File: src/rtl/alu_issue_ctrl_if.sv
// Command and response handshake bundle for alu_issue_ctrl.
// valid/ready: a transfer happens on a rising clk edge where valid and ready are both 1.
// The sender holds valid and its payload stable until that edge.
interface alu_issue_ctrl_if #(
   parameter int REG_AW = 3
);
   logic              cmd_valid;
   logic              cmd_ready;
   logic [2:0]        cmd_op;
   logic [REG_AW-1:0] cmd_rd;
   logic [REG_AW-1:0] cmd_rs;
   logic [REG_AW-1:0] cmd_rt;
   logic              cmd_imm_en;
   logic [15:0]       cmd_imm;
   logic              rsp_valid;
   logic              rsp_ready;
   logic [31:0]       rsp_data;
   logic [REG_AW-1:0] rsp_rd;

   modport slave (
      input  cmd_valid, cmd_op, cmd_rd, cmd_rs, cmd_rt, cmd_imm_en, cmd_imm, rsp_ready,
      output cmd_ready, rsp_valid, rsp_data, rsp_rd
   );

   modport master (
      output cmd_valid, cmd_op, cmd_rd, cmd_rs, cmd_rt, cmd_imm_en, cmd_imm, rsp_ready,
      input  cmd_ready, rsp_valid, rsp_data, rsp_rd
   );
endinterface

File: src/rtl/alu_issue_ctrl.sv
// Issue controller for the combinational ALU: reads operands from a small register
// file, drives the ALU, writes back the result and returns it on a response handshake.
module alu_issue_ctrl #(
   parameter int REG_AW = 3,
   parameter int CNT_W  = 16
) (
   input  logic               clk,
   input  logic               reset,
   alu_issue_ctrl_if.slave    bus,
   output logic [31:0]        alu_a,
   output logic [31:0]        alu_b,
   output logic [2:0]         alu_op,
   input  logic [31:0]        alu_c,
   output logic [CNT_W-1:0]   op_count,
   output logic [1:0]         o_dbg_state
);
   localparam int NREG = 2 ** REG_AW;

   typedef enum logic [1:0] {
      S_IDLE = 2'd0,
      S_EXEC = 2'd1,
      S_RESP = 2'd2
   } state_t;

   state_t              r_state;
   state_t              w_next_state;
   logic [31:0]         r_rf [NREG];
   logic [31:0]         r_alu_a;
   logic [31:0]         r_alu_b;
   logic [2:0]          r_alu_op;
   logic [REG_AW-1:0]   r_rd;
   logic [31:0]         r_rsp_data;
   logic [REG_AW-1:0]   r_rsp_rd;
   logic [CNT_W-1:0]    r_op_count;
   logic                w_accept;
   logic                w_rsp_fire;
   logic [31:0]         w_rs_val;
   logic [31:0]         w_rt_val;
   logic [31:0]         w_b_val;

   assign w_accept   = (r_state == S_IDLE) && bus.cmd_valid;
   assign w_rsp_fire = (r_state == S_RESP) && bus.rsp_ready;

   // Entry 0 is never written, but force zero on read so it cannot leak.
   assign w_rs_val = (bus.cmd_rs == '0) ? 32'd0 : r_rf[bus.cmd_rs];
   assign w_rt_val = (bus.cmd_rt == '0) ? 32'd0 : r_rf[bus.cmd_rt];
   assign w_b_val  = bus.cmd_imm_en ? {{16{bus.cmd_imm[15]}}, bus.cmd_imm} : w_rt_val;

   always_comb begin
      w_next_state = r_state;
      case (r_state)
         S_IDLE:  if (bus.cmd_valid) w_next_state = S_EXEC;
         S_EXEC:  w_next_state = S_RESP;
         S_RESP:  if (bus.rsp_ready) w_next_state = S_IDLE;
         default: w_next_state = S_IDLE;
      endcase
   end

   always_ff @(posedge clk or negedge reset) begin
      if (!reset) begin
         r_state <= S_IDLE;
      end else begin
         r_state <= w_next_state;
      end
   end

   always_ff @(posedge clk or negedge reset) begin
      if (!reset) begin
         r_alu_a    <= '0;
         r_alu_b    <= '0;
         r_alu_op   <= '0;
         r_rd       <= '0;
         r_rsp_data <= '0;
         r_rsp_rd   <= '0;
         r_op_count <= '0;
         for (int i = 0; i < NREG; i++) begin
            r_rf[i] <= '0;
         end
      end else begin
         if (w_accept) begin
            r_alu_a  <= w_rs_val;
            r_alu_b  <= w_b_val;
            r_alu_op <= bus.cmd_op;
            r_rd     <= bus.cmd_rd;
         end
         if (r_state == S_EXEC) begin
            r_rsp_data <= alu_c;
            r_rsp_rd   <= r_rd;
            if (r_rd != '0) begin
               r_rf[r_rd] <= alu_c;
            end
         end
         if (w_rsp_fire) begin
            r_op_count <= r_op_count + 1'b1;
         end
      end
   end

   assign bus.cmd_ready = (r_state == S_IDLE);
   assign bus.rsp_valid = (r_state == S_RESP);
   assign bus.rsp_data  = r_rsp_data;
   assign bus.rsp_rd    = r_rsp_rd;
   assign alu_a         = r_alu_a;
   assign alu_b         = r_alu_b;
   assign alu_op        = r_alu_op;
   assign op_count      = r_op_count;
   assign o_dbg_state   = r_state;
endmodule

File: src/flat_wrapper.sv
// flat-port wrapper written by rule: the top's interface ports become plain ports
module alu_issue_ctrl_flat 
#(
   parameter int REG_AW = 3,
   parameter int CNT_W  = 16
)
  (clk, reset, alu_a, alu_b, alu_op, alu_c, op_count, o_dbg_state, bus_cmd_valid, bus_cmd_op, bus_cmd_rd, bus_cmd_rs, bus_cmd_rt, bus_cmd_imm_en, bus_cmd_imm, bus_rsp_ready, bus_cmd_ready, bus_rsp_valid, bus_rsp_data, bus_rsp_rd);
  alu_issue_ctrl_if #(.REG_AW(REG_AW)) bus_i ();
  input  logic clk;
  input  logic reset;
  output logic [31:0] alu_a;
  output logic [31:0] alu_b;
  output logic [2:0] alu_op;
  input  logic [31:0] alu_c;
  output logic [CNT_W-1:0] op_count;
  output logic [1:0] o_dbg_state;
  input wire logic [$bits(bus_i.cmd_valid)-1:0] bus_cmd_valid;
  input wire logic [$bits(bus_i.cmd_op)-1:0] bus_cmd_op;
  input wire logic [$bits(bus_i.cmd_rd)-1:0] bus_cmd_rd;
  input wire logic [$bits(bus_i.cmd_rs)-1:0] bus_cmd_rs;
  input wire logic [$bits(bus_i.cmd_rt)-1:0] bus_cmd_rt;
  input wire logic [$bits(bus_i.cmd_imm_en)-1:0] bus_cmd_imm_en;
  input wire logic [$bits(bus_i.cmd_imm)-1:0] bus_cmd_imm;
  input wire logic [$bits(bus_i.rsp_ready)-1:0] bus_rsp_ready;
  output wire logic [$bits(bus_i.cmd_ready)-1:0] bus_cmd_ready;
  output wire logic [$bits(bus_i.rsp_valid)-1:0] bus_rsp_valid;
  output wire logic [$bits(bus_i.rsp_data)-1:0] bus_rsp_data;
  output wire logic [$bits(bus_i.rsp_rd)-1:0] bus_rsp_rd;
  assign bus_i.cmd_valid = bus_cmd_valid;
  assign bus_i.cmd_op = bus_cmd_op;
  assign bus_i.cmd_rd = bus_cmd_rd;
  assign bus_i.cmd_rs = bus_cmd_rs;
  assign bus_i.cmd_rt = bus_cmd_rt;
  assign bus_i.cmd_imm_en = bus_cmd_imm_en;
  assign bus_i.cmd_imm = bus_cmd_imm;
  assign bus_i.rsp_ready = bus_rsp_ready;
  assign bus_cmd_ready = bus_i.cmd_ready;
  assign bus_rsp_valid = bus_i.rsp_valid;
  assign bus_rsp_data = bus_i.rsp_data;
  assign bus_rsp_rd = bus_i.rsp_rd;
  alu_issue_ctrl #(.REG_AW(REG_AW), .CNT_W(CNT_W)) u_core (.clk(clk), .reset(reset), .bus(bus_i), .alu_a(alu_a), .alu_b(alu_b), .alu_op(alu_op), .alu_c(alu_c), .op_count(op_count), .o_dbg_state(o_dbg_state));
endmodule
File: config.mk
export PLATFORM = sky130hd
export DESIGN_NAME = alu_issue_ctrl_flat
export DESIGN_NICKNAME = d
export VERILOG_FILES = /design/src/rtl/alu_issue_ctrl_if.sv /design/src/rtl/alu_issue_ctrl.sv /design/src/flat_wrapper.sv
export SDC_FILE = /design/constraint.sdc
export NUM_CORES = 1
export LEC_CHECK = 0
export CAP_MARGIN = 25
export CORE_AREA = 4 4 198 200
export CTS_BUF_LIST = sky130_fd_sc_hd__clkbuf_8
export CTS_CLUSTER_SIZE = 40
export DETAILED_ROUTE_END_ITERATION = 16
export DIE_AREA = 0 0 202 204
export DONT_BUFFER_PORTS = 1
export PLACE_DENSITY = 0.56
export SLEW_MARGIN = 0
export SYNTH_ARGS = -nofsm -noshare
export SYNTH_HDL_FRONTEND = slang
export SYNTH_SLANG_ARGS = --single-unit
File: constraint.sdc
create_clock -name clk -period 3.4 [get_ports clk]
set_clock_uncertainty 0.2 [all_clocks]
set_input_delay 0.34 -clock clk [delete_from_list [all_inputs] [get_ports clk]]
set_output_delay 0.34 -clock clk [all_outputs]
set_load 0.01 [all_outputs]
* After elaboration in Yosys (flattened, before gate mapping)
Cells that the tools add are included.
** Cells by class
- Equality and inequality tests :: 4
- Magnitude comparators :: 4
- Reduce and logical (&&, ||, !) cells :: 9
- Bitwise operators :: 3
- Muxes and demuxes :: 15
- $add $sub $neg :: 1
** Operators by type and width (count)
- $bwmux W256 :: 1
- $mux W32 :: 8
- $bmux W32 S3 :: 2
- $demux W32 S3 :: 1
- $add A16 B1 Y16 const B :: 1
- $ge A4 B4 Y1 const B :: 3
- $not A3 Y4 :: 3
- $logic_not A3 Y1 :: 2
- $pmux W2 S3 :: 1
- $lt A4 B1 Y1 const B :: 1
- $mux W2 :: 2
- $ne A2 B2 Y1 const B :: 2
- $reduce_and A2 Y1 :: 2
- $logic_and A1 B1 Y1 :: 3
- $reduce_bool A3 Y1 :: 1
- $eq A2 B1 Y1 const B :: 1
- $eq A2 B2 Y1 const B :: 1
- $logic_not A2 Y1 :: 1
** Word-level totals
- Input port bits :: 65
- Register bits after elaboration :: 379
- Output and inout port bits :: 122
- Word-level logic and storage cells :: 52

* Depth between registers and ports, before layout
- Depth in word-level cells :: 6
- Gate-level depth with buffers :: 7
- Mapped depth without buffers :: 6

* Least setup slack after synthesis
OpenSTA, ideal clock, no wires.
- Path type :: flip-flop to flip-flop
- From :: register u_core.r_state[1], in the netlist u_core.o_dbg_state[1]
- To :: register u_core.r_rf[170] (netlist bit)
- Period minus slack after synthesis :: 1951 ps
- Buffers on the path :: 2
- Data required time :: 3072 ps
- Setup time :: 128 ps
- Setup slack :: 1449 ps
- Arrival :: 1623 ps
- Cell stages (with the launch flop) :: 6
- Path through :: dfrtp_1 nand3b_1 or3_1 buf_2 buf_6 mux2_1
** Between the ends
- Word-level cells in the longest chain between the ends :: 2
** Ends and longest elaborated chain
- from (decl) :: RTL line alu_issue_ctrl.sv:25 : state_t r_state;
- from (signal assigned) :: RTL line alu_issue_ctrl.sv:63 : r_state <= w_next_state;
- $eq A2 B1 Y1 :: RTL line alu_issue_ctrl.sv:86 : if (r_state == S_EXEC) begin
- $reduce_and A2 Y1 (no line)
- to (signal, indexed assignment) :: RTL line alu_issue_ctrl.sv:90 : r_rf[r_rd] <= alu_c;
- to (decl) :: RTL line alu_issue_ctrl.sv:27 : logic [31:0] r_rf [NREG];
Every way passes these cells.
A chain may end at the register's enable or synchronous reset.

* Worst setup path in the final report
- From :: register u_core.r_state[0], in the netlist u_core.o_dbg_state[0]
- To :: register u_core.r_alu_b[5], in the netlist u_core.alu_b[5]
** Between the ends
- Word-level cells in the longest chain between the ends :: 2
** Ends and longest elaborated chain
- $logic_not A2 Y1
- named net bus_cmd_ready :: RTL line flat_wrapper.sv:25 : output wire logic [$bits(bus_i.cmd_ready)-1:0] bus_cmd_ready;
- $logic_and A1 B1 Y1 :: RTL line alu_issue_ctrl.sv:41 : assign w_accept = (r_state == S_IDLE) && bus.cmd_valid;
- to (signal assigned) :: RTL line alu_issue_ctrl.sv:82 : r_alu_b <= w_b_val;
- to (decl) :: RTL line alu_issue_ctrl.sv:29 : logic [31:0] r_alu_b;
The timed path passes the listed nets, and every way through them passes these cells.

==> qor.txt <==
Status: complete, but fails checks
Violated checks: negative hold slack
IO Port Bufs: 0
Core area: 37400 µm²
Non-Filler Instances: 1954
Placed cells: 1746
Iteration-0 DRC Markers: 680
DP Wirelength: 26910 µm
Setup violators final: 0
FF-to-FF Start: u_core.o_dbg_state[0]
Post-CTS Hold Fix Bufs: 96
Power per cell area: 846.9 nW/µm²
Path category of the worst min-delay check: in2async
Share of layout cells above drive strength 1: 30.46%
Crit path from: u_core.o_dbg_state[0]
Root Driver: clkbuf_8
Avg Inst Size Synth: 12.74 µm²
Slew HR: 25.37%
Clock sinks: 347
Critical path endpoint category: flop
RSZ-0062 raised after global routing: false
Sum Neg Setup Slack: 0 ns
Die height: 204 µm
Crit Path Max Fanout: 31
CTS tree: built
CP most frequent cell: nor2_1
Wire length per cell: 26.23 µm
Hold_ws: -0.8106 ns
Global-route wire length before repair: 77380 µm
Vias/cell: 5.886
Setup CP Type: reg2reg
Area grow syn2layout: 16.09%
Routed Antenna Nets: 0
Seq/Total Area, Yosys: 51.88%
Crit-path slowest cell: dlygate4sd3_1
Slew Limit Fails: 0
Die Wd: 202 µm
Fin crit share: 89.68%
Most common cell after layout, fill and taps aside: dfrtp_1
Initial antenna violation count: 4
Placer Congestion: 0.7620
Overflow after GRT: 0
Total number of vias: 11500
Drc violations: 0
Boundary pin count: 187
Num CTS Buffers: 60
#FFs+latches synth: 347
CP Data Required Time: 3.78 ns
Max H-tree Level: 2
Largest net degree at the start of global routing: 348
Mapped Cells: 1314
Tmin final: 3.049 ns
Max Cap Viol: 0
VDD IR max: 0.3254 mV
DRT Pass-1 Iters: 5
Endpoints failing hold: 347
Worst path arrival time: 3.43 ns
Initial Util: 44.75%
Yosys warning count: 0
Vias in the first global route: 12030
CP bufs+invs: 3
Worst-Skew Late Latency: 0.65 ns
CTS Buffer Depth: 3
Commonest cells after routing, fill and taps aside: dfrtp_1, mux2_2, mux2i_1, dlygate4sd3_1
Highest cell delay on the worst timing path: 0.54 ns
F_max: 328.0 MHz
Die area: 41210 µm²
Worst path cell trace: nor2_1, nand2_4, inv_2, buf_4, nor2_1, a31oi_1, o31a_1, dlygate4sd3_1
Final #Nets: 1461
Synth unique cells: 42
Mapped cell area: 16740 µm²
Row Count: 71
Worst Max-Slew Pin Slew: 1.116 ns
Post-Route WL: 51250 µm
Tot Pwr: 16460 µW
Critical Path Source Type: flop
Total track usage: 24.51%
Syn_nets: 1380
Largest delay contributor family on the critical path: buffers and inverters
Clock Pin Slew Worst Setup and Hold Paths: 0.06 ns
Leakage power: 0.008757 µW
# Post-CTS Setup Buffers: 0
## final timing paths
| path | end | slack, ns | depth (start not counted) |
|---|---|---|---|
| min in group clk | u_core.alu_b[25] | 0.05 | 3 |
| max in group asynchronous | u_core.bus.rsp_rd[0] | 2.89 | 0 |
| worst min register to register | u_core.r_rf[70] | 0.31 | 1 |
| worst max register to register | u_core.alu_b[5] | 0.35 | 8 |
| worst min-delay path | u_core.op_count[12] | -0.81 | 0 |
| worst max-delay path | u_core.alu_b[5] | 0.35 | 8 |
## sequential cells by signal, indices dropped and copies added (netlist names)
register,count
u_core.alu_op,3
u_core.alu_b,32
u_core.r_rd,3
u_core.alu_a,32
u_core.r_rf,224
u_core.bus.rsp_rd,3
u_core.o_dbg_state,2
u_core.bus.rsp_data,32
u_core.op_count,16
## worst reg2reg max path, cell delays in order (launching register included)
cell and delay (ns):
dfrtp_1 0.48, nor2_1 0.42, nand2_4 0.34, inv_2 0.22, buf_4 0.37, nor2_1 0.08
a31oi_1 0.18, o31a_1 0.15, dlygate4sd3_1 0.54
## stage by stage
stage	util (%)	area, µm²	setup WS [ns]
2_1_floorplan	-	16740	1.449
3_3_place_gp	45.74	17110	0.6617
3_5_place_dp	45.74	17110	0.6178
4_1_cts	51.82	19380	0.04426
5_1_grt	51.95	19430	0.1113
6_report	51.95	19430	0.3510
## power breakdown
group / switching [µW] / internal, µW / leakage (µW)
Sequential: 1800 / 6040 / 0.00427
Combinational: 1890 / 2780 / 0.00377
Clock: 1770 / 2180 / 0.000718
Total: 5450 / 11000 / 0.00876
## Yosys cell counts
cell type | number | area [µm²]
a211oi_1 | 15 | 112.6
a21oi_1 | 44 | 220.2
a221o_1 | 39 | 390.4
a221oi_1 | 41 | 359.1
a22oi_1 | 7 | 52.55
a31oi_1 | 6 | 37.54
and2_1 | 3 | 18.77
and3_1 | 2 | 12.51
and3b_1 | 1 | 8.760
buf_1 | 5 | 18.77
buf_2 | 42 | 210.2
buf_4 | 11 | 82.58
buf_6 | 3 | 33.78
clkbuf_1 | 43 | 161.4
dfrtp_1 | 347 | 8683
ha_1 | 1 | 12.51
inv_1 | 8 | 30.03
inv_2 | 1 | 3.750
mux2_1 | 5 | 56.30
mux2_2 | 273 | 3074
mux2_4 | 27 | 405.4
mux2i_1 | 141 | 1411
mux4_2 | 3 | 67.56
nand2_1 | 82 | 307.8
nand2b_1 | 5 | 31.28
nand3_1 | 5 | 25.02
nand3b_1 | 5 | 37.54
nand4_1 | 4 | 25.02
nor2_1 | 31 | 116.4
nor2b_1 | 8 | 50.05
nor3_2 | 1 | 10.01
nor3b_2 | 2 | 25.02
nor4_2 | 1 | 12.51
o21ai_0 | 45 | 225.2
o21ai_1 | 2 | 10.01
o22ai_1 | 30 | 187.7
o31a_1 | 6 | 52.55
o31ai_1 | 1 | 7.510
or2_2 | 1 | 6.260
or3_1 | 2 | 12.51
xnor2_1 | 12 | 105.1
xor2_1 | 3 | 26.28
## repair_timing
item | in CTS | in global routing
endpoints found under the setup margin | 0 | 6
hold endpoints to repair | 682 | 347
resized for setup | 0 | 1
## cell type report
| type | count | area [µm²] |
|---|---|---|
| diodes | 2 | 5.005 |
| clock buffers | 81 | 1115 |
| clock inverters | 27 | 141.4 |
| fillers | 3285 | 17970 |
| inverters | 9 | 33.78 |
| multi-input cells | 854 | 7564 |
| flip-flops and latches | 347 | 8683 |
| well taps | 511 | 639.4 |
| repair buffers | 123 | 1249 |
## kinds of logic after synthesis
group                      synth area share [%]
muxes                                     29.96
and+or+nand+nor                           4.179
xor gates and xnor gates                 0.7850
buffers and inverters                     3.229
adders and majority gates               0.07474
DFF                                       51.88
AOI/OAI and AO/OA                         9.890
## metal layers
| layer | GRT usage (%) | up-vias | wire [µm] |
|---|---|---|---|
| li1 | - | 5053 | - |
| met1 | 33.71 | 6021 | 23090 |
| met2 | 39.40 | 346 | 24080 |
| met3 | 5.586 | 79 | 2938 |
| met4 | 6.738 | 2 | 1129 |
| met5 | 0 | - | 12 |
(Power assumes the default switching activity.)
